`config.mk`:
```
export PLATFORM = sky130hd
export DESIGN_NAME = gcn_mm_sched
export DESIGN_NICKNAME = d
export VERILOG_FILES = /design/src/rtl/gcn_mm_pkg.sv /design/src/rtl/gcn_rr_arb.sv /design/src/rtl/gcn_mm_sched.sv
export SDC_FILE = /design/constraint.sdc
export NUM_CORES = 1
export LEC_CHECK = 0
export CAP_MARGIN = 20
export CORE_ASPECT_RATIO = 1.25
export CORE_UTILIZATION = 44
export CTS_BUF_LIST = sky130_fd_sc_hd__clkbuf_4
export DETAILED_ROUTE_END_ITERATION = 6
export GPL_TIMING_DRIVEN = 0
export PLACE_DENSITY = 0.89
export REMOVE_ABC_BUFFERS = 1
export SETUP_SLACK_MARGIN = 0.3
export SLEW_MARGIN = 30
export SYNTH_ARGS = -nofsm -noshare
export SYNTH_HDL_FRONTEND = slang
export SYNTH_SLANG_ARGS = --single-unit
```
`constraint.sdc`:
```
create_clock -name clk -period 3.9 [get_ports clk]
set_input_delay 0.975 -clock clk [delete_from_list [all_inputs] [get_ports clk]]
set_output_delay 0.975 -clock clk [all_outputs]
set_load 0.02 [all_outputs]
```
`src/rtl/gcn_mm_pkg.sv`:
```
// Shared types and constants for the GCN matmul scheduler and its arbiter.
package gcn_mm_pkg;

    localparam int ELEM_W = 8;
    localparam int MAT_W  = 4 * ELEM_W;

    // MSB-first packing: {m00, m01, m10, m11}
    typedef logic [3:0][ELEM_W-1:0] mat2x2_t;

    typedef enum logic [1:0] {
        IDLE,
        ISSUE,
        WAIT,
        RESP
    } sched_state_t;

endpackage

```
`src/rtl/gcn_rr_arb.sv`:
```
// Combinational round-robin pick: first valid requester above last_grant, wrapping.
module gcn_rr_arb #(
    parameter int NREQ  = 2,
    parameter int IDX_W = (NREQ > 1) ? $clog2(NREQ) : 1
) (
    input  logic [NREQ-1:0]  valid,
    input  logic [IDX_W-1:0] last_grant,
    output logic [NREQ-1:0]  grant,
    output logic [IDX_W-1:0] grant_idx,
    output logic             any
);

    logic [IDX_W-1:0] cand;

    always_comb begin
        grant     = '0;
        grant_idx = '0;
        any       = 1'b0;
        cand      = '0;
        for (int k = 1; k <= NREQ; k++) begin
            cand = IDX_W'((int'(last_grant) + k) % NREQ);
            if (!any && valid[cand]) begin
                any             = 1'b1;
                grant_idx       = cand;
                grant[cand]     = 1'b1;
            end
        end
    end

endmodule

```
`src/rtl/gcn_mm_sched.sv`:
```
// Shares one 2x2 int8 matmul engine between NREQ requesters: round-robin accept,
// single-cycle start, watchdog-guarded wait, and result return to the owner.
module gcn_mm_sched
    import gcn_mm_pkg::*;
#(
    parameter int NREQ    = 2,
    parameter int TIMEOUT = 64,
    parameter int CNT_W   = 8
) (
    input  logic                  clk,
    input  logic                  rst_n,
    input  logic [NREQ-1:0]       req_valid,
    output logic [NREQ-1:0]       req_ready,
    input  logic [MAT_W*NREQ-1:0] req_a,
    input  logic [MAT_W*NREQ-1:0] req_b,
    output logic [NREQ-1:0]       rsp_valid,
    input  logic [NREQ-1:0]       rsp_ready,
    output logic [MAT_W-1:0]      rsp_data,
    output logic                  rsp_err,
    output logic                  eng_start,
    output logic [MAT_W-1:0]      eng_a,
    output logic [MAT_W-1:0]      eng_b,
    input  logic                  eng_done,
    input  logic [MAT_W-1:0]      eng_res,
    output logic                  busy,
    output logic                  stray_done,
    output logic [CNT_W-1:0]      jobs_done
);

    localparam int IDX_W = (NREQ > 1) ? $clog2(NREQ) : 1;
    localparam int WD_W  = (TIMEOUT > 2) ? $clog2(TIMEOUT) : 1;

    sched_state_t     state, state_nxt;
    logic [IDX_W-1:0] last_grant, owner, grant_idx;
    logic [NREQ-1:0]  grant;
    logic             any;
    mat2x2_t          a_sel [NREQ];
    mat2x2_t          b_sel [NREQ];
    mat2x2_t          op_a, op_b, res;
    logic             err;
    logic [WD_W-1:0]  wdog;
    logic [CNT_W-1:0] jobs;
    logic             stray;
    logic             timeout_hit;

    for (genvar r = 0; r < NREQ; r++) begin : g_unpack
        assign a_sel[r] = req_a[MAT_W*r +: MAT_W];
        assign b_sel[r] = req_b[MAT_W*r +: MAT_W];
    end

    gcn_rr_arb #(
        .NREQ  (NREQ),
        .IDX_W (IDX_W)
    ) u_arb (
        .valid      (req_valid),
        .last_grant (last_grant),
        .grant      (grant),
        .grant_idx  (grant_idx),
        .any        (any)
    );

    // Counter reaches TIMEOUT-1 on this edge; a coincident eng_done takes priority.
    assign timeout_hit = (state == WAIT) && (wdog == WD_W'(TIMEOUT - 2));

    always_ff @(posedge clk or negedge rst_n) begin
        if (!rst_n) begin
            state <= IDLE;
        end else begin
            state <= state_nxt;
        end
    end

    always_comb begin
        state_nxt = state;
        req_ready = '0;
        rsp_valid = '0;
        eng_start = 1'b0;
        busy      = (state != IDLE);
        case (state)
            IDLE: begin
                req_ready = grant;
                if (any) state_nxt = ISSUE;
            end
            ISSUE: begin
                eng_start = 1'b1;
                state_nxt = WAIT;
            end
            WAIT: begin
                if (eng_done || timeout_hit) state_nxt = RESP;
            end
            RESP: begin
                rsp_valid = NREQ'(1) << owner;
                if (rsp_ready[owner]) state_nxt = IDLE;
            end
            default: state_nxt = IDLE;
        endcase
    end

    always_ff @(posedge clk or negedge rst_n) begin
        if (!rst_n) begin
            last_grant <= IDX_W'(NREQ - 1);
            owner      <= '0;
            op_a       <= '0;
            op_b       <= '0;
            res        <= '0;
            err        <= 1'b0;
            wdog       <= '0;
            jobs       <= '0;
            stray      <= 1'b0;
        end else begin
            if (state == IDLE && any) begin
                owner <= grant_idx;
                op_a  <= a_sel[grant_idx];
                op_b  <= b_sel[grant_idx];
            end
            if (state == ISSUE) begin
                wdog <= '0;
            end else if (state == WAIT) begin
                wdog <= wdog + 1'b1;
            end
            if (state == WAIT) begin
                if (eng_done) begin
                    res <= eng_res;
                    err <= 1'b0;
                end else if (timeout_hit) begin
                    res <= '0;
                    err <= 1'b1;
                end
            end
            if (state == RESP && rsp_ready[owner]) begin
                last_grant <= owner;
                jobs       <= jobs + 1'b1;
            end
            if (eng_done && state != WAIT) stray <= 1'b1;
        end
    end

    assign eng_a      = op_a;
    assign eng_b      = op_b;
    assign rsp_data   = res;
    assign rsp_err    = err;
    assign jobs_done  = jobs;
    assign stray_done = stray;

endmodule

```
==> results.md, run 1 <==
* DRC violations left at 0
* # port buffers at 278
* Post-Syn Instances at 514
* Design Power at 6.43 mW
* Initial Utilization at 45.9%
* Area Growth Syn to Fin at 64.8%
* Worst Setup End Kind: primary output
* CP Data Required Time at 2.92 ns
* TritonCTS clock tree: yes
* Highest-count cells in the layout ignoring fill and taps: clkdlybuf4s50_1, nand2_1, dfrtp_1
* Top delay family on crit path: buffers and inverters
* Clk_lat worst skew at 0.50 ns
* Antenna Nets Post-Route at 0
* Synth Warn # at 0
* Num CTS Buffers at 17
* Placed Cells at 903
* CP Launch Type: primary input
* Root Buffer: clkbuf_4
* CP Depth at 4
* Number of H-tree levels at 4
* WL final at 15.7 mm
* CP Max Fanout at 4
* CP peak stage delay at 0.63 ns
* Dominant synthesized flop cell: dfrtp_1
* Die Y at 123 um
* Utilization after layout at 75.6%
* Most Frequent Cell on Critical Path: clkdlybuf4s50_1
* Clock Skew at 0.0143 ns
* Most common cell after layout, fill and taps aside: clkdlybuf4s50_1
* Clk buf depth at 2
* Comb pwr share at 53.1%
* Final setup fails at 0
* DR pass1 iterations at 4
* Seq/Total Area, Yosys at 56.0%
* Max cap viols at 0
* Max Clk Rate at 0.283 GHz
* Diodes inserted at 0
* Worst VDD drop at 0.388 mV
* Clock Sinks at 116
* Number of flops mapped to enable cells by yosys at 0
* Layout net count at 962
* Via density at 5.14
* Worst Path Buf+Inv at 2
* Worst-margin pin slew at 0.863 ns
* Final WS setup at 0.361 ns
* Mapped cell area at 5180 um2
* FILL cells at 768
* PD cells at 753 nW/um2
* Resize count post-CTS at 0
* Overall Global Routing Usage at 26.2%
* Sequential share of power at 33.0%
* Max-slew headroom at 42.3%
* Count of final hold-check violations at 0
* Worst hold slack at 0.368 ns
* Switching Power at 2.59 mW
* Path type of the worst min-delay path: primary input to asynchronous set/reset pin
* Pin count of the biggest net entering global routing at 61
* Yosys reg bits at 116
* Initial antenna violation count at 0
* Post-place instance area at 8240 um2
* Slew Viols, Final at 0
* Vias in the first global route at 5110
* Die width at 99.1 um
* Clock share of power at 13.9%
* Net Sw Frac at 40.4%
* Grt ovf at 0
* Leakage at 3.87 nW
* Worst path slowest cell: clkdlybuf4s50_1
* Dpl ws at 0.115 ns
* Dpl hpwl at 12.1 mm
* Unrepaired setup endpoints after global routing: false
* Internal at 3.83 mW
* Setup TNS Final at 0 ns
* I/O pin count at 279
* Layout cells sized above 1 at 5.99%
* Iter 0 DRT Violations at 144
* Final instance area at 8540 um2
* Clk pin slew, worst setup/hold paths at 0.10 ns
* Layout Cells excl Fill at 936
* Async S/R FF share, synth at 100%
* Tcrit/Tclk final at 90.7%
* Routed WL per cell at 16.8 um
* Routability cong. at 0.746
* Status: complete, no violations
* Vias at 4809
* Number of distinct library cells after synthesis at 33
* Crit Path Category: primary input to primary output
* Tmin final at 3.54 ns
* WP data arrival at 2.56 ns
* Num rows at 43
* Syn Area/Cell at 10.1 um2
* Crit-path cells: clkdlybuf4s50_1 -> a21boi_4 -> and2_1 -> clkdlybuf4s50_1
* Die Area at 12200 um2
* First-pass GRT wire length at 24.3 mm
* FF-to-FF path depth at 5
* Core area at 11300 um2
[kinds of logic after synthesis]
kind of cell	Yosys count	synth area share, %
compound gates	82	8.50
flops	116	56.0
mux	69	13.4
buf+inv	43	3.53
fa+ha+maj	7	1.69
simple gates	190	15.6
xor+xnor	7	1.18
[worst register-to-register path, stage by stage, from the launching register on]
cell	delay (ns)
dfrtp_1	0.42
inv_1	0.11
ha_1	0.29
nand4_2	0.70
a221o_1	0.64
mux2_1	0.33
[cell usage after synthesis (4+ instances only)]
cell	instances	area, um2
nand2_1	133	499
dfrtp_1	115	2880
mux2i_1	66	661
nand3_1	36	180
o21ai_0	33	165
o21ai_1	33	165
clkbuf_1	21	78.8
inv_1	10	37.5
ha_1	7	87.6
xnor2_1	6	52.6
buf_2	5	25.0
a21oi_1	4	20.0
buf_4	4	30.0
nand4_1	4	25.0
nor2b_1	4	25.0
o22ai_1	4	25.0
[final timing paths]
kind	from	endpoint	slack [ns]
worst max-delay path	req_valid[1]	req_ready[1]	0.36
worst min-delay path	rst_n	rsp_data[31]	0.37
worst max register to register	state[0]	state[1]	1.29
worst min register to register	stray_done	stray_done	0.48
max in group asynchronous	rst_n	last_grant	2.87
min in group clk	stray_done	stray_done	0.48
[cell type report]
class                           count  area, um2  area share, %
Timing Repair Buffer              288       3020           35.4
Sequential cell                   116       2900           34.0
Inverter                           10       37.5          0.440
Multi-Input combinational cell    355       2120           24.8
Clock buffer                       20        150           1.76
Tap cell                          135        169           1.98
Clock inverter                     12        138           1.61
[state kept, by name, indices dropped and copies added (netlist names), 2 cells and up]
name / flops
jobs_done: 8
eng_a: 32
wdog: 6
eng_b: 32
rsp_data: 32
state: 2
[power by group through the flow]
stage / registers (mW) / clock network, mW / logic [mW]
2_1_floorplan: 2.71 / 0 / 1.11
3_3_place_gp: 2.10 / 0 / 3.25
3_5_place_dp: 2.14 / 0 / 3.42
4_1_cts: 2.12 / 0.922 / 3.44
5_1_grt: 2.19 / 0.975 / 3.67
6_report: 2.12 / 0.893 / 3.41
[metal layers]
metal | part of all wire, % | wire (um) | global-route usage, %
met5 | 0 | 0 | 0
met4 | 2.8 | 434 | 10.8
met3 | 7.1 | 1120 | 8.31
met2 | 54 | 8530 | 49.8
met1 | 36 | 5640 | 26.4
[repair_timing]
action                                 in CTS  in global routing
setup buffers                               1                  0
setup endpoints to repair                   1                  0
hold buffers                                0                  0
endpoints found under the hold margin       0                  0
(Power assumes the default switching activity.)
==> run 2: changes to the inputs <==
Settings changed: ABC_AREA set to 0.
==> results of run 2 <==
No change in the layout: final DEF, timing and power equal those of run 1.
==> run 3: changes to the inputs <==
Settings changed: SLEW_MARGIN 30 to not set.
==> run 3 against run 2 <==
  * Combinational power decreased by 2%
  * Global-route usage decreased by 0.40 points
  * Cell count decreased by 0.11%
  * Register-to-register slack improved by 0.04 ns
  * Clock skew decreased by 0.0027 ns
  * Die area unchanged
  * Sequential power about the same
  * Largest power group unchanged
  * Wire length decreased by 0.22%
==> results.md, run 3 (same netlist as run 1, synthesis figures left out) <==
* Worst hold slack at 0.472 ns
* Unrepaired setup endpoints after global routing: false
* Vias at 4858
* Initial Utilization at 45.9%
* Clk pin slew, worst setup/hold paths at 0.10 ns
* RR Startpoint: state[0]
* CP Data Required Time at 2.92 ns
* Crit path launch: req_valid[0]
* Clock Skew at 0.0116 ns
* Critical R2R Capture: state[1]
* Iter 0 DRT Violations at 161
* Count of final hold-check violations at 0
* PD cells at 741 nW/um2
* FF-to-FF path depth at 5
* Final setup fails at 0
* Die width at 99.1 um
* Root Buffer: clkbuf_4
* Number of H-tree levels at 4
* Worst VDD drop at 0.417 mV
* Utilization after layout at 74.6%
* FILL cells at 793
* CTS Hold Buffers Added at 0
* Critical path endpoint: req_ready[0]
* Placed Cells at 900
* WP data arrival at 2.54 ns
* Diodes inserted at 0
* I/O pin count at 279
* Num CTS Buffers at 17
* Pin count of the biggest net entering global routing at 61
* Area of the multi-input gates at 2130 um2
* Layout Cells excl Fill at 935
* Path type of the worst min-delay path: flop to flop
* Die Y at 123 um
* Die Area at 12200 um2
* Max-slew headroom at 31.9%
* Clock Sinks at 116
* Layout net count at 961
* Sequential Area at 2900 um2
* R2R Setup Slk at 1.33 ns
* Dpl hpwl at 11.8 mm
* Routability cong. at 0.746
* Max cap viols at 0
* DRC violations left at 0
* CP Launch Type: primary input
* Clk buf depth at 2
* Worst Setup End Kind: primary output
* Routed WL per cell at 16.8 um
* Core area at 11300 um2
* Grt ovf at 0
* Num rows at 43
* Crit Path Category: primary input to primary output
* Most common cell after layout, fill and taps aside: clkdlybuf4s50_1
* Highest-count cells in the layout ignoring fill and taps: clkdlybuf4s50_1, nand2_1, dfrtp_1
* Vias in the first global route at 5036
* Leakage at 3.84 nW
* Tcrit/Tclk final at 90.1%
* WL final at 15.7 mm
* Worst-margin pin slew at 1.02 ns
* First-pass GRT wire length at 24.1 mm
* Tmin final at 3.51 ns
* Status: complete, no violations
* Layout cells sized above 1 at 5.63%
* Overall Global Routing Usage at 25.8%
* Area Growth Syn to Fin at 62.7%
* DR pass1 iterations at 5
* CP Max Fanout at 5
* Antenna Nets Post-Route at 0
* # port buffers at 278
* Clk_lat worst skew at 0.50 ns
* Via density at 5.20
* Max Clk Rate at 0.285 GHz
* Initial antenna violation count at 0
* Slew Viols, Final at 0
* TritonCTS clock tree: yes
run 3: cell types whose count changed in the layout (fill, tap and decap cells not counted), moves of 2 or more:
cell | previous run | this run
buf_12 | 0 | 4
buf_16 | 7 | 3
buf_8 | 3 | 0
bufinv_16 | 3 | 1
run 3: power breakdown:
part	internal, mW	total [mW]	leakage (nW)	switching (mW)
clock	0.325	0.767	0.133	0.442
combinational	1.57	3.35	2.27	1.78
sequential	1.77	2.12	1.43	0.357
run 3: stage by stage:
step | worst slack [ns] | total power, mW | TNS, ns | cell area (um2)
after floorplan | -2.99 | 3.82 | -149.62 | 5040
after global placement | -5.21 | 5.35 | -554.09 | 7990
after detailed placement | -0.379 | 5.48 | -0.379 | 8140
after CTS | 0.317 | 6.27 | 0 | 8400
after global routing | 0.362 | 6.63 | 0 | 8430
final | 0.387 | 6.25 | 0 | 8430
run 3: critical path: stages:
cell and delay [ns]:
clkdlybuf4s50_1 0.68, nand2_1 0.10, a21oi_1 0.14, clkdlybuf4s50_1 0.64
run 3: area by class of cell:
type	count	share of cell area [%]
Clock buffer	20	1.78
Clock inverter	12	1.07
Inverter	10	0.445
Multi-Input combinational cell	356	25.2
Sequential cell	116	34.4
Tap cell	135	2.00
Timing Repair Buffer	286	35.0
run 3: layer usage:
| layer | vias to the layer above | global-route usage (%) | wire length [um] |
|---|---|---|---|
| met5 | - | 0 | 0 |
| met4 | 0 | 10.6 | 350 |
| met3 | 29 | 7.35 | 1160 |
| met2 | 222 | 47.7 | 8400 |
| met1 | 2322 | 27.7 | 5780 |
| li1 | 2285 | - | - |
run 3: what timing repair did:
action / CTS / global route
hold endpoints to repair: 0 / 0
resized for setup: 0 / 1
endpoints found under the setup margin: 1 / 1
gates cloned: 1 / 0
pin swaps: 0 / 0
setup buffers: 1 / 0
run 3: how the worst min path moves through the flow:
stage | endpoint | startpoint | depth (start not counted)
after global placement | stray_done | stray_done | 1
after CTS | stray_done | stray_done | 1
after detailed placement | stray_done | stray_done | 1
final | stray_done | stray_done | 1
after global routing | stray_done | stray_done | 1
after floorplan | last_grant | last_grant | 2
